<file path="src/rtl/gam_node_updater.sv">
// gam_node_updater: read-modify-write of one GAM node per command.
// Reads W and M, adds (X - W) >>> floor(log2(M+1)) to each element, one element per
// cycle, then writes back X, the class name, W and the new hit count M.
// Optional: define GAM_TH_DECAY_EN to also read and decay the node threshold Th.
module gam_node_updater #(
  parameter int unsigned VEC_LEN  = 4,
  parameter int unsigned DATA_W   = 16,
  parameter logic [31:0] M_MAX    = 32'h7FFF_FFFF,
  parameter int unsigned TH_SHIFT = 3
) (
  input  logic                      clk,
  input  logic                      rst_n,
  input  logic                      start_i,
  input  logic [31:0]               class_i,
  input  logic [31:0]               node_i,
  input  logic [VEC_LEN*DATA_W-1:0] X_i,
  output logic                      busy_o,
  output logic                      done_o,
  output logic [31:0]               mem_class_o,
  output logic [31:0]               mem_node_o,
  output logic                      mem_rd_wr_o,
  output logic                      mem_X_c_o,
  output logic                      mem_C_c_o,
  output logic                      mem_W_c_o,
  output logic                      mem_T_c_o,
  output logic                      mem_M_c_o,
  output logic [VEC_LEN*DATA_W-1:0] mem_X_o,
  output logic [VEC_LEN*DATA_W-1:0] mem_W_o,
  output logic [31:0]               mem_Th_o,
  output logic [31:0]               mem_M_o,
  input  logic [VEC_LEN*DATA_W-1:0] mem_W_i,
  input  logic [31:0]               mem_Th_i,
  input  logic [31:0]               mem_M_i
);

  localparam int unsigned VecW = VEC_LEN * DATA_W;
  localparam int unsigned IdxW = (VEC_LEN > 1) ? $clog2(VEC_LEN) : 1;
  localparam logic        Read  = 1'b0;
  localparam logic        Write = 1'b1;

  typedef enum logic [2:0] {StIdle, StRd, StCalc, StWr, StDone} state_e;

  state_e                state_q;
  logic                  busy_q, done_q, rd_wr_q;
  logic                  x_c_q, c_c_q, w_c_q, m_c_q;
  logic [31:0]           class_q, node_q, m_q;
  logic [VecW-1:0]       x_q, w_q;
  logic [IdxW-1:0]       idx_q;

  logic [31:0]           m_new;
  logic [4:0]            shift;
  logic [31:0]           off;
  logic signed [DATA_W-1:0] w_el, x_el, w_el_new;
  logic signed [DATA_W:0]   diff, step, sum;

  // Hit counter increment; negative counts restart at 0, and the count saturates.
  always_comb begin
    if (mem_M_i[31]) begin
      m_new = 32'd1;
    end else if (mem_M_i >= M_MAX) begin
      m_new = M_MAX;
    end else begin
      m_new = mem_M_i + 32'd1;
    end
  end

  // Priority encode floor(log2(M_new)); M_new is never 0 once captured.
  always_comb begin
    shift = '0;
    for (int i = 0; i < 32; i++) begin
      if (m_q[i]) shift = 5'(i);
    end
  end

  assign off = 32'(idx_q) * DATA_W;

  // Running-mean step for the current element; the result always lies between W and X.
  always_comb begin
    w_el     = w_q[off +: DATA_W];
    x_el     = x_q[off +: DATA_W];
    diff     = {x_el[DATA_W-1], x_el} - {w_el[DATA_W-1], w_el};
    step     = diff >>> shift;
    sum      = {w_el[DATA_W-1], w_el} + step;
    w_el_new = sum[DATA_W-1:0];
  end

`ifdef GAM_TH_DECAY_EN
  logic              t_c_q;
  logic [31:0]       th_q;
  logic signed [31:0] th_in, th_dec;

  // Threshold decay Th - (Th >>> TH_SHIFT), never below 0.
  always_comb begin
    th_in  = signed'(mem_Th_i);
    th_dec = th_in - (th_in >>> TH_SHIFT);
    if (th_dec < 0) th_dec = '0;
  end

  assign mem_T_c_o = t_c_q;
  assign mem_Th_o  = th_q;
`else
  logic unused_th;
  assign unused_th = ^mem_Th_i ^ (TH_SHIFT == 0);
  assign mem_T_c_o = 1'b0;
  assign mem_Th_o  = '0;
`endif

  // Command FSM with registered memory-port controls.
  always_ff @(posedge clk or negedge rst_n) begin
    if (!rst_n) begin
      state_q <= StIdle;
      busy_q  <= 1'b0;
      done_q  <= 1'b0;
      rd_wr_q <= Read;
      x_c_q   <= 1'b0;
      c_c_q   <= 1'b0;
      w_c_q   <= 1'b0;
      m_c_q   <= 1'b0;
      class_q <= '0;
      node_q  <= '0;
      m_q     <= '0;
      x_q     <= '0;
      w_q     <= '0;
      idx_q   <= '0;
`ifdef GAM_TH_DECAY_EN
      t_c_q   <= 1'b0;
      th_q    <= '0;
`endif
    end else begin
      done_q <= 1'b0;
      unique case (state_q)
        StIdle: begin
          if (start_i) begin
            class_q <= class_i;
            node_q  <= node_i;
            x_q     <= X_i;
            busy_q  <= 1'b1;
            rd_wr_q <= Read;
            w_c_q   <= 1'b1;
            m_c_q   <= 1'b1;
`ifdef GAM_TH_DECAY_EN
            t_c_q   <= 1'b1;
`endif
            state_q <= StRd;
          end
        end
        StRd: begin
          w_q     <= mem_W_i;
          m_q     <= m_new;
          idx_q   <= '0;
          w_c_q   <= 1'b0;
          m_c_q   <= 1'b0;
`ifdef GAM_TH_DECAY_EN
          th_q    <= th_dec;
          t_c_q   <= 1'b0;
`endif
          state_q <= StCalc;
        end
        StCalc: begin
          w_q[off +: DATA_W] <= w_el_new;
          idx_q <= idx_q + 1'b1;
          if (idx_q == IdxW'(VEC_LEN - 1)) begin
            rd_wr_q <= Write;
            x_c_q   <= 1'b1;
            c_c_q   <= 1'b1;
            w_c_q   <= 1'b1;
            m_c_q   <= 1'b1;
`ifdef GAM_TH_DECAY_EN
            t_c_q   <= 1'b1;
`endif
            state_q <= StWr;
          end
        end
        StWr: begin
          rd_wr_q <= Read;
          x_c_q   <= 1'b0;
          c_c_q   <= 1'b0;
          w_c_q   <= 1'b0;
          m_c_q   <= 1'b0;
`ifdef GAM_TH_DECAY_EN
          t_c_q   <= 1'b0;
`endif
          busy_q  <= 1'b0;
          done_q  <= 1'b1;
          state_q <= StDone;
        end
        StDone: begin
          state_q <= StIdle;
        end
        default: begin
          state_q <= StIdle;
        end
      endcase
    end
  end

  assign busy_o      = busy_q;
  assign done_o      = done_q;
  assign mem_class_o = class_q;
  assign mem_node_o  = node_q;
  assign mem_rd_wr_o = rd_wr_q;
  assign mem_X_c_o   = x_c_q;
  assign mem_C_c_o   = c_c_q;
  assign mem_W_c_o   = w_c_q;
  assign mem_M_c_o   = m_c_q;
  assign mem_X_o     = x_q;
  assign mem_W_o     = w_q;
  assign mem_M_o     = m_q;

endmodule

</file>
<file path="config.mk">
export PLATFORM = sky130hd
export DESIGN_NAME = gam_node_updater
export DESIGN_NICKNAME = d
export VERILOG_FILES = /design/src/rtl/gam_node_updater.sv
export SDC_FILE = /design/constraint.sdc
export NUM_CORES = 1
export LEC_CHECK = 0
export ABC_AREA = 1
export BUFFER_PORTS_ARGS = -buffer_cell sky130_fd_sc_hd__buf_2
export CAP_MARGIN = 30
export CORE_AREA = 2 2 201 203
export DETAILED_ROUTE_END_ITERATION = 12
export DIE_AREA = 0 0 203 205
export MAX_ROUTING_LAYER = met4
export PLACE_DENSITY = 0.62
export SETUP_SLACK_MARGIN = 0.05
export SLEW_MARGIN = 10
export SYNTH_ARGS = -nofsm -noshare
export SYNTH_HDL_FRONTEND = slang
export SYNTH_SLANG_ARGS = --single-unit
</file>
<file path="constraint.sdc">
create_clock -name clk -period 11.45 [get_ports clk]
set_input_delay 0.5725 -clock clk [delete_from_list [all_inputs] [get_ports clk]]
set_output_delay 0.5725 -clock clk [all_outputs]
set_load 0.05 [all_outputs]
</file>
==> run_results.csv, run 1 <==
group,metric,value,unit
job,maxCapViolCount,0,
critical_path,arrival,8.41,ns
timing,slew_viol_final,0,
route,vias,12600,
floorplanning,die_area,0.0416,sq mm
synthesis,synth_area_leaders,"dfrtp_1 (44%), mux2_2 (11%), nand2_1 (8.3%)",
timing,tns,0,ns
clocking,tritoncts,"built",
clocking,cts_resized,0,
critical_path,critPathMostFrequentCell,"nand2_1",
floorplanning,coreArea,0.0394,sq mm
clocking,cts_max_level,1,
global_routing,grt_max_degree,97,
critical_path,start_kind,"flip-flop",
layout,syn_to_final_growth,26.7,%
clocking,clock-sinks,234,
route,firstDrtPassIters,5,
synthesis,yosys.cell_count.top_type,"nand2_1",
timing,setup_viol,0,
timing,hold_violations,0,
synthesis,yosysTopAreaCell,"dfrtp_1",
critical_path,crit_required,11.92,ns
synthesis,netlist_area,0.0134,sq mm
synthesis,synth-main-ff-cell,"dfrtp_1",
floorplanning,start_util,0.341,
clocking,clk_latency,0.56,ns
route,avgViaCountPerCell,4.96,
timing,timing.final.crit_share,0.694,
synthesis,netlist.area_leader.share,0.436,
floorplanning,ioPinCount,523,
clocking,clk_pin_slew,0.06,ns
route,wirelength,44.8,mm
clocking,cts-root-buf,"clkbuf_16",
critical_path,criticalPathCategory,"flip-flop to flip-flop",
global_routing,grt_pass1_vias,12300,
timing,fmax,126,MHz
clocking,postCtsSetupBuffers,0,
global_routing,grt_usage,0.214,
global_routing,grt_pass1_wl,68.2,mm
floorplanning,num_rows,73,
clocking,cts_hold_buf,0,
floorplanning,fp.dieW,203,um
synthesis,synth-seq-cells,234,
route,first_iter_violations,651,
clocking,cts_buffers,27,
synthesis,synth-edff-count,0,
layout,antenna_cells,0,
run_status,outcome,"completed",
timing,maxSlewHeadroom,0.405,
route,drc,0,
placed_design,post-place-ws,3.62,ns
placed_design,portBuffers,457,
timing,clock-skew-final,0.0156,ns
synthesis,syn_area_per_cell,8.60,sq um
placed_design,placed_cells,2487,
synthesis,async_flop_share,1.00,
synthesis,syn_inst,1561,
layout,nNetsFinal,2289,
clocking,clockBufferDepth,3,
layout,drive_gt1_frac,0.350,
synthesis,synth_cell_types,55,
critical_path,cp_slowest_cell,"buf_4",
timing,finalCriticalPeriod,7.94,ns
layout,fillCellCount,3982,
layout,final_cells,2538,
layout,fin_util,0.432,
synthesis,ys_warn_count,0,
global_routing,antenna_found_initial,0,
timing,layout_setup_ws,3.51,ns
timing,rsz0062_at_grt,"no",
synthesis,ys_seq_area_frac,0.436,
placed_design,hpwl,35.0,mm
global_routing,overflow,0,
route,wire_per_inst,17.7,um
synthesis,synth_common_cells,"nand2_1 (297), dfrtp_1 (234), o21ai_0 (148), nor2_1 (146), inv_1 (130)",
route,drtAntennaViolNets,0,
worst_hold_path,hold_path.class,"primary input to async pin",
floorplanning,die_h,205,um
placed_design,gp_congestion,0.914,
critical_path,cp_max_fo,84,
critical_path,cp_slowest_stage_delay,0.69,ns
critical_path,crit_path_end_kind,"flip-flop",
timing,tightest_slew,0.892,ns
==> stage by stage <==
step	hold slack, ns	area, sq um
floorplan	0.277	13500
global placement	0.482	16100
detailed placement	0.487	16100
CTS	0.0788	17000
global route	0.0593	17000
finish	0.0132	17000
==> cell families (layout without fill, tap and decap cells) <==
kind of cell | after synthesis | in the layout | share of synthesized area
and+or+nand+nor | 528 | 528 | 0.163
AOI/OAI and AO/OA | 349 | 349 | 0.151
buffers and inverters | 243 | 663 | 0.0789
DFF | 234 | 234 | 0.436
muxes | 130 | 130 | 0.109
adders and majority gates | 38 | 38 | 0.0365
xor gates and xnor gates | 38 | 38 | 0.0248
other | 1 | 33 | 0.000279
==> routing by layer <==
layer	up-vias	GRT usage	share of wire
met5	-	-	0
met4	0	0.0574	0.029
met3	70	0.0374	0.070
met2	529	0.365	0.49
met1	5951	0.263	0.41
li1	6047	-	-
==> registers in the layout, indices dropped and copies added (netlist names), 2 cells and up <==
| signal | flops |
|---|---|
| idx_q | 2 |
| mem_M_o | 32 |
| mem_W_o | 64 |
| mem_X_o | 64 |
| mem_class_o | 32 |
| mem_node_o | 32 |
| state_q | 3 |
==> worst max-delay path: cells and delay by family (launching register included) <==
kind                     cells  cell delay [ns]
AO/OA/AOI/OAI               24             3.93
XOR/XNOR                     2             0.38
adder cells (fa/ha/maj)      3             0.95
buffers and inverters        4             0.89
flip-flops                   1             0.36
AND/OR/NAND/NOR             16             1.31
==> placed cells by master (no fill, tap or decap), types with 30 or more instances in the layout <==
| cell | count |
|---|---|
| inv_1 | 129 |
| ha_1 | 36 |
| nand3_1 | 33 |
| mux2_2 | 128 |
| nor2_1 | 145 |
| buf_2 | 456 |
| conb_1 | 33 |
| o21ai_0 | 148 |
| o22ai_1 | 30 |
| nand2_1 | 296 |
| a21oi_1 | 78 |
| dfrtp_1 | 233 |
==> layout make-up <==
class | instances | area [sq um] | area share
multi-input combinational | 1116 | 6660 | 0.391
timing repair buffer | 474 | 2460 | 0.145
clock inverter | 13 | 101 | 0.00596
inverter | 139 | 522 | 0.0307
clock buffer | 37 | 753 | 0.0443
sequential | 234 | 5860 | 0.344
tap | 525 | 657 | 0.0386
==> path summary, 6_finish.rpt <==
check	depth (start not counted)	slack (ns)	from	to
hold reg to reg	1	0.50	mem_class_o[2]	mem_class_o[2]
setup reg to reg	49	3.51	idx_q[0]	mem_W_o[30]
hold / removal	1	0.01	rst_n	mem_W_o[34]
max in group asynchronous	2	10.04	rst_n	mem_class_o[12]
min in group clk	2	0.25	X_i[26]	mem_X_o[26]
setup / recovery	49	3.51	idx_q[0]	mem_W_o[30]
Power of run 1 is not shown: default switching activity piles up to over one toggle a cycle in this logic, so the estimate is an artifact.
==> inputs of run 2 (changes only) <==
CORE_AREA = 2 2 205 207   (was 2 2 201 203)
DIE_AREA = 0 0 207 209   (was 0 0 203 205)
PLACE_DENSITY = 0.6   (was 0.62)
clock period = 7.5 ns   (was 11.45 ns; I/O delays follow)
==> run 2 against run 1 <==
Critical path depth up 5. Maximum frequency up 17%. Final area increased by 2.5%. Clock skew rose by 0.0071 ns. Hold slack better by 0.020 ns. Via count about the same. Final cell count rose by 1.3%.
==> run_results.csv, run 2 (synthesized netlist as in run 1, its figures left out) <==
group,metric,value,unit
critical_path,critPathMostFrequentCell,"nand2_1",
floorplanning,fp.dieW,207,um
clocking,cts_max_level,1,
worst_hold_path,hold_start,"X_i[46]",
global_routing,antenna_found_initial,2,
route,wirelength,45.0,mm
timing,tns,0,ns
critical_path,regToRegStartpoint,"idx_q[1]",
global_routing,grt_pass1_wl,69.4,mm
layout,nNetsFinal,2306,
route,drc,0,
timing,finalCriticalPeriod,6.78,ns
clocking,clk_pin_slew,0.06,ns
clocking,clockBufferDepth,3,
job,maxCapViolCount,0,
critical_path,crit_required,7.99,ns
timing,hold_violations,0,
critical_path,critical-path-top-delay-family,"compound AO/OA/AOI/OAI gates",
layout,layout_commonest_cell,"buf_2",
global_routing,grtUsageMet3,0.0365,
floorplanning,die_h,209,um
critical_path,criticalPathCategory,"flip-flop to flip-flop",
layout,layout_common_cells,"buf_2 (456), nand2_1 (296), dfrtp_1 (233), nor2_1 (145), o21ai_0 (143)",
route,first_iter_violations,719,
global_routing,grt_usage,0.206,
critical_path,cp_slowest_stage_delay,0.38,ns
worst_hold_path,min_path_cells,2,
floorplanning,start_util,0.325,
critical_path,crit_path_end_kind,"flip-flop",
global_routing,busiest_layer,"met2",
floorplanning,die_area,0.0433,sq mm
run_status,outcome,"completed",
route,drtAntennaViolNets,0,
timing,setup_viol,0,
critical_path,worstSetupPathDepth,54,
clocking,cts-root-buf,"clkbuf_16",
clocking,tritoncts,"built",
route,avgViaCountPerCell,4.90,
layout,fillCellCount,4202,
clocking,cts_buffers,28,
layout,syn_to_final_growth,29.9,%
worst_hold_path,hold_end,"mem_X_o[46]",
timing,clock-skew-final,0.0227,ns
worst_hold_path,hold_path.class,"primary input to flip-flop",
global_routing,grt_max_degree,149,
timing,timing.final.crit_share,0.904,
route,wire_per_inst,17.5,um
critical_path,cp_slowest_cell,"dfrtp_1",
critical_path,ff2ff_path_depth,54,
clocking,clk_latency,0.58,ns
route,vias,12600,
floorplanning,coreArea,0.0413,sq mm
timing,fmax,147,MHz
route,firstDrtPassIters,5,
critical_path,path_buf_inv,7,
layout,drive_gt1_frac,0.361,
global_routing,overflow,0,
critical_path,arrival,7.27,ns
critical_path,reg2reg_slack,0.72,ns
timing,slew_viol_final,0,
global_routing,globalRouteMet1Util,0.257,
timing,maxSlewHeadroom,0.453,
timing,tightest_slew,0.818,ns
placed_design,gp_congestion,0.913,
global_routing,grt_pass1_vias,12400,
floorplanning,num_rows,75,
placed_design,hpwl,35.4,mm
critical_path,cp_max_fo,22,
global_routing,grtUsageMet2,0.346,
floorplanning,ioPinCount,523,
placed_design,portBuffers,457,
critical_path,timing.rr.end,"mem_W_o[31]",
clocking,clock-sinks,234,
critical_path,start_kind,"flip-flop",
timing,rsz0062_at_grt,"no",
==> run 2: cell types whose count changed in the layout (fill, tap and decap cells not counted), sizes merged, moves of 2 or more <==
cell / delta
buf: +11
dlygate4sd3: +5
bufinv: +4
clkinvlp: -2
diode: +2
==> run 2: final cells by class <==
| class | count | area [sq um] | area share |
|---|---|---|---|
| Multi-Input combinational cell | 1116 | 6730 | 0.386 |
| Tap cell | 539 | 674 | 0.0387 |
| Timing Repair Buffer | 490 | 2630 | 0.151 |
| Clock inverter | 14 | 216 | 0.0124 |
| Inverter | 139 | 527 | 0.0302 |
| Clock buffer | 36 | 791 | 0.0454 |
| Antenna cell | 2 | 5.00 | 0.000287 |
| Sequential cell | 234 | 5860 | 0.336 |
==> run 2: worst max-delay path by stage <==
stage / end / slack (ns) / start
2_1_floorplan: mem_W_o[30] / 0.88 / idx_q[0]
3_3_place_gp: mem_W_o[62] / 0.36 / idx_q[0]
3_5_place_dp: mem_W_o[62] / 0.28 / idx_q[0]
4_1_cts: mem_W_o[62] / 0.24 / idx_q[0]
5_1_grt: mem_W_o[28] / 0.04 / idx_q[0]
6_report: mem_W_o[31] / 0.72 / idx_q[1]
==> run 2: layer usage <==
metal | vias to the layer above | share of wire
met1 | 5983 | 0.42
met5 | - | 0
met4 | 0 | 0.025
met3 | 65 | 0.061
met2 | 450 | 0.49
li1 | 6089 | -
==> run 2: per-stage QoR <==
| step | hold WS [ns] | utilization | cell area, sq um | setup WS, ns | instances |
|---|---|---|---|---|---|
| finish | 0.0328 | 0.422 | 17400 | 0.719 | 2570 |
| global route | 0.00811 | 0.422 | 17400 | 0.0434 | 2570 |
| CTS | 0.000893 | 0.418 | 17300 | 0.240 | 2563 |
| detailed placement | 0.437 | 0.392 | 16200 | 0.283 | 2508 |
| global placement | 0.436 | 0.392 | 16200 | 0.364 | 2506 |
| floorplan | 0.0794 | - | 13500 | 0.876 | 1593 |
==> run 2: repair_timing <==
| item | CTS | global route |
|---|---|---|
| hold buffers | 5 | 0 |
| endpoints found under the setup margin | 0 | 17 |
| resized for setup | 0 | 28 |
| hold endpoints to repair | 90 | 0 |
| buffers inserted | 0 | 4 |
Power of run 2 is left out for the same reason.
==> inputs of run 3 (changes only) <==
CORE_AREA = 10 10 196 198   (was 2 2 205 207)
CTS_BUF_LIST = sky130_fd_sc_hd__clkbuf_8 sky130_fd_sc_hd__clkbuf_16   (was default)
DIE_AREA = 0 0 206 208   (was 0 0 207 209)
PLACE_DENSITY = default   (was 0.6)
PLACE_DENSITY_LB_ADDON = 0.05   (was default)
==> run 3 against run 2 <==
Die area shrank 0.96%. Critical endpoint is now mem_W_o[63]. Count of clock-buffer cells in the layout unchanged. Maximum frequency fell by 1.6%. Critical path type unchanged. Final cell count fell by 3.1%.
==> run_results.csv, run 3 (synthesized netlist as in run 1, its figures left out) <==
group,metric,value,unit
run_status,outcome,"completed",
critical_path,crit_required,7.97,ns
floorplanning,start_util,0.391,
critical_path,crit_path_end_kind,"flip-flop",
placed_design,gp_congestion,0.907,
layout,layout_commonest_cell,"buf_2",
layout,drive_gt1_frac,0.364,
timing,rsz0062_at_grt,"yes",
layout,nNetsFinal,2309,
layout,syn_to_final_growth,29.5,%
critical_path,cp_slowest_cell,"dfrtp_2",
route,vias,12500,
global_routing,antenna_found_initial,3,
layout,fin_util,0.506,
floorplanning,die_h,208,um
route,wire_per_inst,19.8,um
placed_design,hpwl,38.3,mm
timing,maxSlewHeadroom,0.404,
floorplanning,coreArea,0.0344,sq mm
clocking,clock-sinks,234,
floorplanning,ioPinCount,523,
floorplanning,num_rows,68,
clocking,cts_buffers,28,
global_routing,grt_pass1_vias,12400,
layout,fillCellCount,3332,
worst_hold_path,hold_end,"mem_X_o[25]",
timing,fmax,145,MHz
worst_hold_path,hold_start,"X_i[25]",
route,wirelength,49.3,mm
timing,holdWs,0.0532,ns
layout,layout_common_cells,"buf_2 (456), nand2_1 (296), dfrtp_1 (233), o21ai_0 (143), nor2_1 (143)",
critical_path,arrival,7.36,ns
critical_path,regToRegStartpoint,"idx_q[0]",
clocking,tritoncts,"built",
worst_hold_path,hold_path.class,"primary input to flip-flop",
placed_design,portBuffers,457,
timing,tightest_slew,0.894,ns
global_routing,grt_pass1_wl,73.5,mm
job,maxCapViolCount,0,
route,firstDrtPassIters,5,
global_routing,overflow,0,
critical_path,cp_slowest_stage_delay,0.47,ns
clocking,clk_pin_slew,0.06,ns
clocking,clk_latency,0.55,ns
critical_path,start_kind,"flip-flop",
timing,slew_viol_final,0,
timing,tns,0,ns
global_routing,grt_usage,0.222,
worst_hold_path,min_path_cells,2,
critical_path,timing.rr.end,"mem_W_o[63]",
timing,clock-skew-final,0.0166,ns
critical_path,cp_max_fo,11,
clocking,cts-root-buf,"clkbuf_16",
critical_path,ff2ff_path_depth,54,
clocking,cts_max_level,1,
timing,timing.final.crit_share,0.919,
timing,setup_viol,0,
critical_path,reg2reg_slack,0.61,ns
critical_path,criticalPathCategory,"flip-flop to flip-flop",
route,drc,0,
timing,finalCriticalPeriod,6.89,ns
route,avgViaCountPerCell,5.03,
timing,hold_violations,0,
global_routing,grt_max_degree,131,
critical_path,critPathMostFrequentCell,"nand2_1",
floorplanning,die_area,0.0428,sq mm
route,drtAntennaViolNets,0,
route,first_iter_violations,722,
floorplanning,fp.dieW,206,um
clocking,clockBufferDepth,3,
run 3: cell count changes in the layout (fill, tap and decap cells not counted), sizes merged, moves of 2 or more:
cell	change
diode	+2
clkinv	-5
clkbuf	+3
dlygate4sd3	-4
inv	+4
buf	+4
clkinvlp	+2
run 3: area by class of cell:
cell class / instances / area [sq um] / share of cell area
diodes: 4 / 10.0 / 0.000576
flip-flops and latches: 234 / 5860 / 0.337
clock buffers: 36 / 822 / 0.0473
repair buffers: 493 / 2680 / 0.154
clock inverters: 14 / 180 / 0.0104
inverters: 139 / 527 / 0.0303
multi-input cells: 1116 / 6730 / 0.387
well taps: 455 / 569 / 0.0328
run 3: per-layer routing:
| layer | vias to the layer above | track usage | wire length (um) |
|---|---|---|---|
| li1 | 6095 | - | - |
| met1 | 5934 | 0.280 | 21000 |
| met2 | 447 | 0.358 | 23600 |
| met3 | 52 | 0.0510 | 3770 |
| met4 | 0 | 0.0424 | 916 |
| met5 | - | - | 0 |
run 3: worst max-delay path by stage:
stage / start / to / slack, ns / cells after the start
2_1_floorplan: idx_q[0] / mem_W_o[30] / 0.88 / 48
3_3_place_gp: idx_q[0] / mem_W_o[30] / 0.33 / 49
4_1_cts: idx_q[0] / mem_W_o[62] / 0.15 / 46
5_1_grt: idx_q[0] / mem_W_o[63] / 0.01 / 54
3_5_place_dp: idx_q[0] / mem_W_o[62] / 0.16 / 46
6_report: idx_q[0] / mem_W_o[63] / 0.61 / 54
run 3: worst max-delay path, delay by kind of cell, from the launching register on:
| kind | cells | cell delay (ns) |
|---|---|---|
| XOR/XNOR | 1 | 0.17 |
| flip-flops | 1 | 0.47 |
| buffers and inverters | 5 | 0.48 |
| AND/OR/NAND/NOR | 25 | 2.29 |
| adder cells (fa/ha/maj) | 3 | 0.67 |
| AO/OA/AOI/OAI | 20 | 2.71 |
run 3: through the flow:
stage | cells | area [sq um] | setup WS [ns]
floorplan | 1593 | 13500 | 0.876
global placement | 2427 | 16100 | 0.332
detailed placement | 2427 | 16100 | 0.165
CTS | 2478 | 17100 | 0.147
global route | 2490 | 17400 | 0.0146
finish | 2491 | 17400 | 0.610
run 3: repair_timing:
item	CTS	global route
gates resized for setup	0	26
setup endpoints to repair	0	20
hold buffers	1	0
setup buffers	0	5
endpoints found under the hold margin	104	0
Power of run 3 is left out for the same reason.
